[config.mk]
export PLATFORM = sky130hd
export DESIGN_NAME = llr_load_sched
export DESIGN_NICKNAME = d
export VERILOG_FILES = /design/src/rtl/llr_pkg.sv /design/src/rtl/llr_read_arb.sv /design/src/rtl/llr_load_sched.sv
export SDC_FILE = /design/constraint.sdc
export NUM_CORES = 1
export LEC_CHECK = 0
export CORE_AREA = 2 2 95 97
export DETAILED_ROUTE_END_ITERATION = 7
export DIE_AREA = 0 0 97 99
export PLACE_DENSITY = 0.82
export REMOVE_ABC_BUFFERS = 1
export SYNTH_ARGS = -nofsm -noshare
export SYNTH_HDL_FRONTEND = slang
export SYNTH_SLANG_ARGS = --single-unit
[constraint.sdc]
create_clock -name i_clk -period 2.32 [get_ports i_clk]
set_input_delay 0.58 -clock i_clk [delete_from_list [all_inputs] [get_ports i_clk]]
set_output_delay 0.58 -clock i_clk [all_outputs]
set_load 0.01 [all_outputs]
[src/rtl/llr_pkg.sv]
// Shared types and constants for the LLR memory load sequencer and its read arbiter.
package llr_pkg;

   localparam int LLR_W     = 7;
   localparam int POS_W     = 10;
   localparam int MEM_DEPTH = 1023;
   localparam int WORD_W    = 64;
   localparam int CNT_W     = 7;

   typedef enum logic [1:0] {
      ST_IDLE  = 2'd0,
      ST_LOAD  = 2'd1,
      ST_SERVE = 2'd2
   } state_t;

   localparam logic [1:0] LEN_255      = 2'd0;
   localparam logic [1:0] LEN_511      = 2'd1;
   localparam logic [1:0] LEN_1023     = 2'd2;
   localparam logic [1:0] LEN_1023_ALT = 2'd3;

   // n is the code length; wlast is the word count minus one, which fits the 7-bit counter
   typedef struct packed {
      logic [POS_W-1:0] n;
      logic [CNT_W-1:0] wlast;
   } len_cfg_t;

   function automatic len_cfg_t len_decode(input logic [1:0] len);
      len_cfg_t cfg;
      case (len)
         LEN_255: begin
            cfg.n     = 10'd255;
            cfg.wlast = 7'd31;
         end
         LEN_511: begin
            cfg.n     = 10'd511;
            cfg.wlast = 7'd63;
         end
         default: begin
            cfg.n     = 10'd1023;
            cfg.wlast = 7'd127;
         end
      endcase
      return cfg;
   endfunction

endpackage

[src/rtl/llr_read_arb.sv]
// Read-port arbiter for llr_mem: core priority with aging for aux, address mux,
// and one-cycle-latency response tagging with out-of-range masking.
module llr_read_arb
   import llr_pkg::*;
#(
   parameter int MAX_AGE = 8
) (
   input  logic             clk,
   input  logic             rst_n,
   input  logic             serve,
   input  logic [POS_W-1:0] n,
   input  logic             c_req,
   input  logic [POS_W-1:0] c_pos0,
   input  logic [POS_W-1:0] c_pos1,
   input  logic             a_req,
   input  logic [POS_W-1:0] a_pos,
   input  logic [LLR_W-1:0] mem_data0,
   input  logic [LLR_W-1:0] mem_data1,
   output logic             c_gnt,
   output logic             a_gnt,
   output logic [POS_W-1:0] mem_pos0,
   output logic [POS_W-1:0] mem_pos1,
   output logic             c_rvalid,
   output logic             c_oob,
   output logic [LLR_W-1:0] c_data0,
   output logic [LLR_W-1:0] c_data1,
   output logic             a_rvalid,
   output logic             a_oob,
   output logic [LLR_W-1:0] a_data
);

   localparam int AGE_W = (MAX_AGE < 1) ? 1 : $clog2(MAX_AGE + 1);
   localparam logic [AGE_W-1:0] AGE_MAX = AGE_W'(MAX_AGE);

   logic [AGE_W-1:0] age_q;
   logic             age_sat;
   logic             c_oob0;
   logic             c_oob1;
   logic             a_oob0;

   logic             c_rvalid_q;
   logic             c_oob_q;
   logic             c_m0_q;
   logic             c_m1_q;
   logic             a_rvalid_q;
   logic             a_oob_q;
   logic             a_m_q;

   assign age_sat = (age_q == AGE_MAX);

   assign a_gnt = serve & a_req & (~c_req | age_sat);
   assign c_gnt = serve & c_req & ~a_gnt;

   assign c_oob0 = (c_pos0 >= n);
   assign c_oob1 = (c_pos1 >= n);
   assign a_oob0 = (a_pos >= n);

   always_comb begin
      mem_pos0 = '0;
      mem_pos1 = '0;
      if (c_gnt) begin
         mem_pos0 = c_pos0;
         mem_pos1 = c_pos1;
      end else if (a_gnt) begin
         mem_pos0 = a_pos;
      end
   end

   // age counts core wins while aux keeps waiting; any aux win or aux idle resets it
   always_ff @(posedge clk or negedge rst_n) begin
      if (!rst_n) begin
         age_q <= '0;
      end else if (!a_req || a_gnt) begin
         age_q <= '0;
      end else if (c_gnt && !age_sat) begin
         age_q <= age_q + AGE_W'(1);
      end
   end

   always_ff @(posedge clk or negedge rst_n) begin
      if (!rst_n) begin
         c_rvalid_q <= 1'b0;
         c_oob_q    <= 1'b0;
         c_m0_q     <= 1'b0;
         c_m1_q     <= 1'b0;
         a_rvalid_q <= 1'b0;
         a_oob_q    <= 1'b0;
         a_m_q      <= 1'b0;
      end else begin
         c_rvalid_q <= c_gnt;
         c_oob_q    <= c_gnt & (c_oob0 | c_oob1);
         c_m0_q     <= c_gnt & ~c_oob0;
         c_m1_q     <= c_gnt & ~c_oob1;
         a_rvalid_q <= a_gnt;
         a_oob_q    <= a_gnt & a_oob0;
         a_m_q      <= a_gnt & ~a_oob0;
      end
   end

   // masks also cover the no-response case, so idle data reads as zero
   assign c_rvalid = c_rvalid_q;
   assign c_oob    = c_oob_q;
   assign c_data0  = c_m0_q ? mem_data0 : '0;
   assign c_data1  = c_m1_q ? mem_data1 : '0;
   assign a_rvalid = a_rvalid_q;
   assign a_oob    = a_oob_q;
   assign a_data   = a_m_q ? mem_data0 : '0;

endmodule

[src/rtl/llr_load_sched.sv]
// Load sequencer for the LLR shift memory plus read-port scheduling between
// the decoder core and the aux readback port.
//
// state    | meaning
// ---------+-----------------------------------------------------------
// ST_IDLE  | no codeword in flight; waits for i_start, latches length
// ST_LOAD  | accepting W stream words, each shifted into llr_mem
// ST_SERVE | codeword resident; read ports arbitrated until i_release
module llr_load_sched
   import llr_pkg::*;
#(
   parameter int MAX_AGE = 8
) (
   input  logic              i_clk,
   input  logic              i_rst_n,
   input  logic              i_start,
   input  logic [1:0]        i_len,
   input  logic              i_in_valid,
   output logic              o_in_ready,
   input  logic [WORD_W-1:0] i_in_data,
   input  logic              i_release,
   output logic              o_busy,
   output logic              o_load_done,
   input  logic              i_c_req,
   input  logic [POS_W-1:0]  i_c_pos0,
   input  logic [POS_W-1:0]  i_c_pos1,
   output logic              o_c_gnt,
   output logic              o_c_rvalid,
   output logic [LLR_W-1:0]  o_c_data0,
   output logic [LLR_W-1:0]  o_c_data1,
   output logic              o_c_oob,
   input  logic              i_a_req,
   input  logic [POS_W-1:0]  i_a_pos,
   output logic              o_a_gnt,
   output logic              o_a_rvalid,
   output logic [LLR_W-1:0]  o_a_data,
   output logic              o_a_oob,
   output logic              o_mem_wen,
   output logic [WORD_W-1:0] o_mem_data,
   output logic [POS_W-1:0]  o_mem_pos0,
   output logic [POS_W-1:0]  o_mem_pos1,
   input  logic [LLR_W-1:0]  i_mem_data0,
   input  logic [LLR_W-1:0]  i_mem_data1
);

   state_t           state_q;
   state_t           state_d;
   len_cfg_t         cfg_q;
   logic [CNT_W-1:0] cnt_q;
   logic             done_q;
   logic             xfer;
   logic             last_xfer;

   assign o_in_ready = (state_q == ST_LOAD);
   assign xfer       = i_in_valid & o_in_ready;
   assign last_xfer  = xfer & (cnt_q == cfg_q.wlast);

   always_ff @(posedge i_clk or negedge i_rst_n) begin
      if (!i_rst_n) begin
         state_q <= ST_IDLE;
      end else begin
         state_q <= state_d;
      end
   end

   always_comb begin
      state_d = state_q;
      case (state_q)
         ST_IDLE:  if (i_start)   state_d = ST_LOAD;
         ST_LOAD:  if (last_xfer) state_d = ST_SERVE;
         ST_SERVE: if (i_release) state_d = ST_IDLE;
         default:                 state_d = ST_IDLE;
      endcase
   end

   // done is registered off the final transfer so it lands in the first SERVE cycle
   always_ff @(posedge i_clk or negedge i_rst_n) begin
      if (!i_rst_n) begin
         cfg_q  <= '0;
         cnt_q  <= '0;
         done_q <= 1'b0;
      end else begin
         done_q <= last_xfer;
         if ((state_q == ST_IDLE) && i_start) begin
            cfg_q <= len_decode(i_len);
            cnt_q <= '0;
         end else if (xfer) begin
            cnt_q <= cnt_q + CNT_W'(1);
         end
      end
   end

   assign o_busy      = (state_q != ST_IDLE);
   assign o_load_done = done_q;
   assign o_mem_wen   = xfer;
   assign o_mem_data  = i_in_data;

   llr_read_arb #(
      .MAX_AGE (MAX_AGE)
   ) u_arb (
      .clk       (i_clk),
      .rst_n     (i_rst_n),
      .serve     (state_q == ST_SERVE),
      .n         (cfg_q.n),
      .c_req     (i_c_req),
      .c_pos0    (i_c_pos0),
      .c_pos1    (i_c_pos1),
      .a_req     (i_a_req),
      .a_pos     (i_a_pos),
      .mem_data0 (i_mem_data0),
      .mem_data1 (i_mem_data1),
      .c_gnt     (o_c_gnt),
      .a_gnt     (o_a_gnt),
      .mem_pos0  (o_mem_pos0),
      .mem_pos1  (o_mem_pos1),
      .c_rvalid  (o_c_rvalid),
      .c_oob     (o_c_oob),
      .c_data0   (o_c_data0),
      .c_data1   (o_c_data1),
      .a_rvalid  (o_a_rvalid),
      .a_oob     (o_a_oob),
      .a_data    (o_a_data)
   );

endmodule

==> results of run 1 <==
==> kinds of logic after synthesis <==
kind of cell,after synthesis,synth area share (%)
xor+xnor,7,2.47
simple gates,87,20.3
mux,1,0.403
fa+ha+maj,33,16.6
flops,24,24.2
buf+inv,81,22.1
compound gates,49,14.0
==> state kept, by name, summed over array words and instances (netlist names), 2 cells and up <==
name and cells:
cnt_q 7, cfg_q 3, u_arb.age_q 4, state_q 2
==> per-layer routing <==
metal	wire (um)	global-route usage, %	share of wire (%)	vias up
met5	0	0	0	-
met2	6540	46.7	47	247
met4	401	8.13	2.9	0
li1	-	-	-	1061
met1	3770	22.1	27	1073
met3	3200	29.9	23	16
==> cells in the mapped netlist, types with 3 or more instances <==
cell type | number | share of area [%]
nand2_1 | 10 | 1.5
xor2_1 | 3 | 1.1
a21boi_0 | 3 | 0.91
ha_1 | 33 | 17
and2_1 | 36 | 9.1
inv_1 | 11 | 1.7
nand3_1 | 4 | 0.81
o21ai_0 | 11 | 2.2
a21oi_1 | 8 | 1.6
nand4_1 | 4 | 1.0
dfrtp_1 | 24 | 24
buf_2 | 3 | 0.60
nand2b_1 | 6 | 1.5
buf_4 | 64 | 19
clkbuf_1 | 3 | 0.45
xnor2_1 | 4 | 1.4
a21o_1 | 4 | 1.2
nor2_1 | 8 | 1.2
nor3_1 | 6 | 1.2
a211oi_1 | 3 | 0.91
a22o_1 | 10 | 3.5
==> what timing repair did <==
action | CTS | global route
hold buffers | 0 | 0
pin swaps | 5 | 5
endpoints found under the setup margin | 24 | 28
gates resized for setup | 95 | 19
setup buffers | 5 | 4
cloned | 1 | 0
==> cell type report <==
type / instances / area [sq um]
tap: 108 / 135
fill: 828 / 5050
multi-input combinational: 177 / 1390
inverter: 11 / 41.3
timing repair buffer: 140 / 1280
sequential: 24 / 601
clock buffer: 4 / 55.1
==> tightest hold or removal path, delay by kind of cell (launching register included) <==
family / cells / cell delay, ps
DFF: 1 / 410
AOI/OAI and AO/OA: 2 / 140
==> worst paths after layout <==
path / start / to / slack [ps] / cells after the start
setup / recovery: u_arb.age_q[1]$_DFFE_PN0P_ / o_mem_pos0[4] / -180 / 11
max in group asynchronous: i_rst_n / cnt_q[2]$_DFFE_PN0P_ / 1400 / 2
min in group asynchronous: i_rst_n / cnt_q[5]$_DFFE_PN0P_ / 680 / 2
hold reg to reg: u_arb.age_q[3]$_DFFE_PN0P_ / u_arb.age_q[3]$_DFFE_PN0P_ / 590 / 2
setup reg to reg: cfg_q[14]$_DFFE_PN0P_ / u_arb.a_m_q$_DFF_PN0_ / 190 / 7
hold / removal: u_arb.age_q[3]$_DFFE_PN0P_ / u_arb.age_q[3]$_DFFE_PN0P_ / 590 / 2
==> power breakdown <==
part	total (uW)	switching (uW)	internal, uW
clock	278	127	151
combinational	458	215	243
sequential	541	68.8	473
==> through the flow <==
stage / hold slack (ps) / cell area [sq um] / setup TNS [ps] / cells
2_1_floorplan: 284 / 1980 / 0 / 212
3_3_place_gp: 544 / 3370 / -12730 / 452
3_5_place_dp: 566 / 3370 / -13270 / 452
4_1_cts: 591 / 3450 / -2400 / 460
5_1_grt: 616 / 3500 / -4050 / 464
6_report: 591 / 3500 / -1870 / 464
==> reports/qor.txt, run 1 <==
status: finished with violations
violated checks: setup timing
final WL: 13.9 mm
CP required: 1740 ps
clk root buf: clkbuf_8
gp weighted congestion: 0.949
initial core utilization: 29.1%
drt first pass iters: 4
Vias/cell: 5.17
CTS buffer count: 3
fin crit period: 2500 ps
critical path type: register to output pin
initial antenna violation count: 0
Syn Std Cell Area: 2480 sq um
Worst setup EP type: output pin
GRT Overall Usage: 28.1%
slew margin rel.: 79.4%
Die Span Y: 99 um
Final Hold Vio Count: 0
Synth cell types: 41
post-layout worst setup margin: -183 ps
DP Worst Slack: -618 ps
Post-Syn Area per Cell: 8.81 sq um
io pins: 232
Total Power: 1280 uW
fin util: 41.0%
commonest non-fill, non-tap cells in the layout: 73 x clkdlybuf4s50_1, 33 x and2_1, 32 x ha_1, 32 x buf_4, 24 x dfrtp_1
Max Cap Viol: 0
Fin Clk Skew: 6.37 ps
maximum resistive drop on vdd: 196 uV
core area: 8550 sq um
CTS Sinks: 24
ys async rst share: 100%
delay-heaviest family, CP: buffers and inverters
DIE WIDTH: 97 um
CP max stage cell: dfrtp_1
Synth-to-Final Area Change: 41.0%
static leakage: 0.00173 uW
number of placement rows: 34
diode count: 0
WP data arrival: 1920 ps
worst slew pin tran: 306 ps
first-pass GRT wire length: 18.8 mm
number of synthesized register bits: 24
sequential share of the synthesized area: 24.2%
RSZ-0062 raised after global routing: true
worst hold path class: register to register
number of buffers inserted by port buffering: 103
largest net degree at the start of global routing: 26
Post-synth EDFFs: 0
Mapped Cells: 282
# setup viols final: 18
Fmax achieved: 399 MHz
Die ar.: 9600 sq um
commonest non-fill, non-tap cell in the layout: clkdlybuf4s50_1
fraction of layout cells with a size suffix above 1: 22.5%
clk_lat worst skew: 260 ps
# nets final: 507
Buf/Inv on CP: 5
clock slew at reported path FFs: 90 ps
vias after detailed routing: 2397
worst-path fanout max: 5
fin. max-slew vios: 0
1st-iter DRT viols: 74
CTS tree: yes
pwr dens: 365 nW/um^2
H-tree depth: 1
GRT overflow: 0
DR DRC count: 0
CP Cell Sequence: inv_2 -> ha_4 -> nand2_2 -> o21ai_2 -> nand2_2 -> buf_6 -> nor2_4 -> buf_6 -> buf_6 -> a22o_1 -> buf_2
top_reg_cell synth: dfrtp_1
DR WL/cell: 30.0 um
dpl hpwl: 12.1 mm
vias in the first global route: 2341
CP max stage delay: 400 ps
cell mode on critical path: buf_6
Final Cycle Share: 108%
Max clock buf depth: 2
post-route ant nets: 0
Startpoint Class: register
YS warnings: 0
Note: power is estimated with default switching activity, not from simulation.
==> run 2, diff against run 1 <==
Settings changed: CTS_CLUSTER_DIAMETER set to 100.
==> results of run 2 <==
The final DEF is identical to that of run 1; final timing and power are the same.
==> run 3, diff against run 2 <==
Settings changed: RECOVER_POWER set to 100.
==> reports/qor.txt, run 3 (synthesis results as in run 1) <==
delay-heaviest family, CP: buffers and inverters (unchanged)
Comb pwr share: 35.8% (about the same)
gp weighted congestion: 0.949 (unchanged)
initial antenna violation count: 0 (unchanged)
Synth-to-Final Area Change: 40.8% (was 41.0%)
clk_lat worst skew: 260 ps (about the same)
commonest non-fill, non-tap cell in the layout: clkdlybuf4s50_1 (unchanged)
Max Cap Viol: 0 (unchanged)
Clk pwr share: 21.8% (about the same)
clock slew at reported path FFs: 90 ps (about the same)
cell mode on critical path: buf_6 (unchanged)
Buf/Inv on CP: 5 (unchanged)
initial core utilization: 29.1% (unchanged)
fin util: 40.9% (was 41.0%)
leading registers by flop count: cnt_q: 7 flops, u_arb.age_q: 4 flops, cfg_q: 3 flops (unchanged)
# nets final: 507 (unchanged)
CP max stage cell: dfrtp_1 (unchanged)
fin crit period: 2510 ps (was 2500 ps)
Worst setup EP type: output pin (unchanged)
post-layout worst setup margin: -187 ps (was -183 ps)
placed insts: 452 (unchanged)
violated checks: setup timing (unchanged)
CTS tree: yes (unchanged)
Worst Hold Depth: 2 (unchanged)
WP data arrival: 1930 ps (was 1920 ps)
hold_buf cts: 0 (unchanged)
GRT overflow: 0 (unchanged)
critical path type: register to output pin (unchanged)
Fin Clk Skew: 6.44 ps (was 6.37 ps)
fin. max-slew vios: 0 (unchanged)
first-pass GRT wire length: 18.8 mm (unchanged)
Fmax achieved: 399 MHz (about the same)
vias after detailed routing: 2400 (was 2397)
RSZ-0062 raised after global routing: true (unchanged)
Final Hold Vio Count: 0 (unchanged)
io pins: 232 (unchanged)
DR WL/cell: 30.0 um (about the same)
CP Cell Sequence: inv_2 -> ha_4 -> nand2_2 -> o21ai_2 -> nand2_2 -> buf_6 -> nor2_4 -> buf_6 -> buf_6 -> a22o_1 -> buf_2 (unchanged)
NetSw: 411 uW (about the same)
diode count: 0 (unchanged)
slew margin rel.: 11.5% (was 79.4%)
CTS Sinks: 24 (unchanged)
switch share: 32.2% (was 32.1%)
post-route ant nets: 0 (unchanged)
DIE WIDTH: 97 um (unchanged)
worst slew pin tran: 1330 ps (was 306 ps)
CP max stage delay: 400 ps (about the same)
number of placement rows: 34 (unchanged)
final WL: 13.9 mm (about the same)
pwr dens: 365 nW/um^2 (about the same)
worst-path fanout max: 5 (unchanged)
Max clock buf depth: 2 (unchanged)
Startpoint Class: register (unchanged)
GRT Overall Usage: 28.1% (unchanged)
1st-iter DRT viols: 74 (unchanged)
H-tree depth: 1 (unchanged)
core area: 8550 sq um (unchanged)
number of buffers inserted by port buffering: 103 (unchanged)
largest net degree at the start of global routing: 26 (unchanged)
maximum resistive drop on vdd: 196 uV (about the same)
dpl hpwl: 12.1 mm (unchanged)
CP required: 1740 ps (about the same)
CTS buffer count: 3 (unchanged)
Vias/cell: 5.17 (about the same)
Die ar.: 9600 sq um (unchanged)
Final Non-Filler Cells: 464 (unchanged)
Biggest register: cnt_q (unchanged)
commonest non-fill, non-tap cells in the layout: 72 x clkdlybuf4s50_1, 33 x and2_1, 32 x ha_1, 31 x buf_4, 24 x dfrtp_1 (was 73 x clkdlybuf4s50_1, 33 x and2_1, 32 x ha_1, 32 x buf_4, 24 x dfrtp_1)
worst hold path class: register to register (unchanged)
Seq pwr share: 42.4% (about the same)
Final Cycle Share: 108% (about the same)
# setup viols final: 18 (unchanged)
DR DRC count: 0 (unchanged)
Pint: 865 uW (was 867 uW)
stages on the worst setup path: 11 (unchanged)
R2R depth: 8 (was 7)
drt first pass iters: 5 (was 4)
vias in the first global route: 2341 (unchanged)
clk root buf: clkbuf_8 (unchanged)
fraction of layout cells with a size suffix above 1: 22.2% (was 22.5%)
DP Worst Slack: -618 ps (unchanged)
max reg flops: 7 (unchanged)
Die Span Y: 99 um (unchanged)
status: finished with violations (unchanged)
static leakage: 0.00173 uW (about the same)
## run 3: changes by cell type in the layout (fill, tap and decap cells not counted)
cell | previous run | this run
dlygate4sd3_1 | 0 | 1
buf_4 | 32 | 31
clkbuf_1 | 0 | 1
clkdlybuf4s50_1 | 73 | 72
## run 3: layout make-up
class | count | area [sq um]
multi-input cells | 177 | 1390
well taps | 108 | 135
clock buffers | 4 | 55.1
inverters | 11 | 41.3
flip-flops and latches | 24 | 601
repair buffers | 140 | 1280
fillers | 829 | 5050
## run 3: worst paths after layout
| check | from | to | slack, ps |
|---|---|---|---|
| hold reg to reg | u_arb.age_q[3]$_DFFE_PN0P_ | u_arb.age_q[3]$_DFFE_PN0P_ | 590 |
| hold / removal | u_arb.age_q[3]$_DFFE_PN0P_ | u_arb.age_q[3]$_DFFE_PN0P_ | 590 |
| max in group asynchronous | i_rst_n | cnt_q[2]$_DFFE_PN0P_ | 410 |
| setup reg to reg | cfg_q[14]$_DFFE_PN0P_ | u_arb.a_m_q$_DFF_PN0_ | 180 |
| min in group asynchronous | i_rst_n | cnt_q[5]$_DFFE_PN0P_ | 1130 |
| setup / recovery | u_arb.age_q[1]$_DFFE_PN0P_ | o_mem_pos0[4] | -190 |
## run 3: worst min-delay path, delay by kind of cell, from the launching register on
kind | cells | cell delay (ps)
flip-flops | 1 | 410
AO/OA/AOI/OAI | 2 | 140
## run 3: layer usage
| layer | wire length (um) | global-route usage (%) | up-vias |
|---|---|---|---|
| met1 | 3800 | 22.1 | 1078 |
| li1 | - | - | 1059 |
| met4 | 401 | 8.13 | 0 |
| met2 | 6530 | 46.7 | 247 |
| met3 | 3190 | 29.9 | 16 |
| met5 | 0 | 0 | - |
## run 3: through the flow
stage	area, sq um	hold slack (ps)	total power, uW	setup TNS (ps)
2_1_floorplan	1980	284	758	0
5_1_grt	3500	616	1360	-4050
4_1_cts	3450	591	1270	-2400
3_5_place_dp	3370	566	991	-13270
3_3_place_gp	3370	544	965	-12730
6_report	3500	591	1280	-1920
## run 3: power groups by stage
stage	combinational, uW	sequential (uW)	clock [uW]
2_1_floorplan	226	531	0
3_3_place_gp	423	542	0
3_5_place_dp	443	548	0
4_1_cts	449	540	285
5_1_grt	503	549	310
6_report	457	541	279
## run 3: what timing repair did
action,in CTS,in global routing
cloned,1,0
setup buffers,5,4
pin swaps,5,5
setup endpoints to repair,24,28
resized for setup,95,19
==> RTL edit (config.mk and constraints of run 3) <==
Re-encode `state_t` (3 states) as one-hot, 3 bits wide.
--- a/src/rtl/llr_pkg.sv
+++ b/src/rtl/llr_pkg.sv
@@ -9,6 +9,6 @@
 
-   typedef enum logic [1:0] {
-      ST_IDLE  = 2'd0,
-      ST_LOAD  = 2'd1,
-      ST_SERVE = 2'd2
+   typedef enum logic [2:0] {
+      ST_IDLE  = 3'b001,
+      ST_LOAD  = 3'b010,
+      ST_SERVE = 3'b100
    } state_t;
Formal check against the unedited RTL: same outputs for any inputs over 10 cycles, from zero or initial values and one cycle with i_rst_n low; not proved beyond that.
==> RTL edit against run 3 <==
The run still ends with negative setup slack left. Final area increased by 0.32%. Worst setup slack improved by 0.062 ns. Sequential power is 5.2% lower. Wire length rose by 2.9%. Power grew 8.3%. Area after synthesis up 2.4%. Sequential cell count up 1. Utilization grew 0.13 points. Count of clock-buffer cells in the layout is the same. Critical path type unchanged. Largest cell class unchanged. Largest power group is now combinational cells. Highest routed layer is now met5.
==> RTL edit: results (changes against run 3) <==
| Metric | Value |
|---|---|
| Run status | `finished with violations` |
| Failing checks | `negative setup slack` |
| Share of cells above drive strength 1 | `21.4% (-0.82 points)` |
| Fillers | `834 (+0.60%)` |
| GRT met2 Usage | `49.7% (+2.9 points)` |
| Register area | `627 µm² (+4.4%)` |
| Clock Network Area Fraction | `1.28% (-0.29 points)` |
| Layout area overhead | `38.0%` |
| Setup Viol. Count Final | `12 (-6)` |
| Signal buffers | `142 (+1.4%)` |
| Sink Count | `25 (+4.2%)` |
| Vias/cell | `5.20 (+0.59%)` |
| Met1 Track Usage GR | `22.6% (+0.45 points)` |
| Worst clock skew | `0.00646 ns (+0.0000131 ns)` |
| Gpl congestion | `0.888 (-6.5%)` |
| Nets@finish | `516 (+1.8%)` |
| Tot GR Track Use | `29.1% (+1.0 points)` |
| First-pass GRT wire length | `19.4 mm (+3.4%)` |
| Xor and xnor area share after synthesis | `2.75% (+0.29 points)` |
| Placed wire-length estimate | `12.5 mm (+3.2%)` |
| Mapped Cells | `289 (+2.5%)` |
| Clock group | `0.255 mW (-8.6%)` |
| Post-synthesis compound-gate area fraction | `13.3% (-0.67 points)` |
| LEAKAGE | `1.77 nW (+2.3%)` |
| Post-CTS setup buffer count | `2 (-3)` |
| Multiplexer share of the synthesized area | `0.393% (-0.0095 points)` |
| Inverters | `8 (-3)` |
| Max VDD drop | `245 µV (+25%)` |
| Adder-Cell Fraction of Synth Area | `16.2% (-0.39 points)` |
| Switch Pwr | `0.457 mW (+11%)` |
| Drt pass-1 iters | `4 (-1)` |
| Largest registers | `cnt_q x7, u_arb.age_q x4` |
| R2R setup slack | `0.31 ns (+0.13 ns)` |
| Drt total wl | `14.3 mm (+2.9%)` |
| Multi-input logic area | `1430 µm² (+2.6%)` |
| Placed Area | `3460 µm² (+2.6%)` |
| Worst slack at placement | `-0.602 ns (+0.0157 ns)` |
| #MultiIn Comb | `186 (+5.1%)` |
| Setup WS post-layout | `-0.125 ns (+0.0624 ns)` |
| Hold_ws | `0.594 ns (+0.00346 ns)` |
-- RTL edit: routing by layer --
layer | share of wire (%) | vias up | routed length, µm
met1 | 27 | 1108 | 3920
met3 | 22 | 16 | 3210
met4 | 2.0 | 4 | 289
met5 | 0.76 | - | 109
met2 | 47 | 243 | 6790
li1 | - | 1090 | -
-- RTL edit: path summary, 6_finish.rpt --
path,from,endpoint,depth (start not counted)
setup / recovery,u_arb.age_q[0]$_DFFE_PN0P_,o_mem_pos0[5],10
hold / removal,cnt_q[6]$_DFFE_PN0P_,cnt_q[6]$_DFFE_PN0P_,2
setup reg to reg,cfg_q[14]$_DFFE_PN0P_,u_arb.a_m_q$_DFF_PN0_,7
hold reg to reg,cnt_q[6]$_DFFE_PN0P_,cnt_q[6]$_DFFE_PN0P_,2
max in group asynchronous,i_rst_n,cnt_q[2]$_DFFE_PN0P_,2
min in group asynchronous,i_rst_n,u_arb.age_q[1]$_DFFE_PN0P_,2
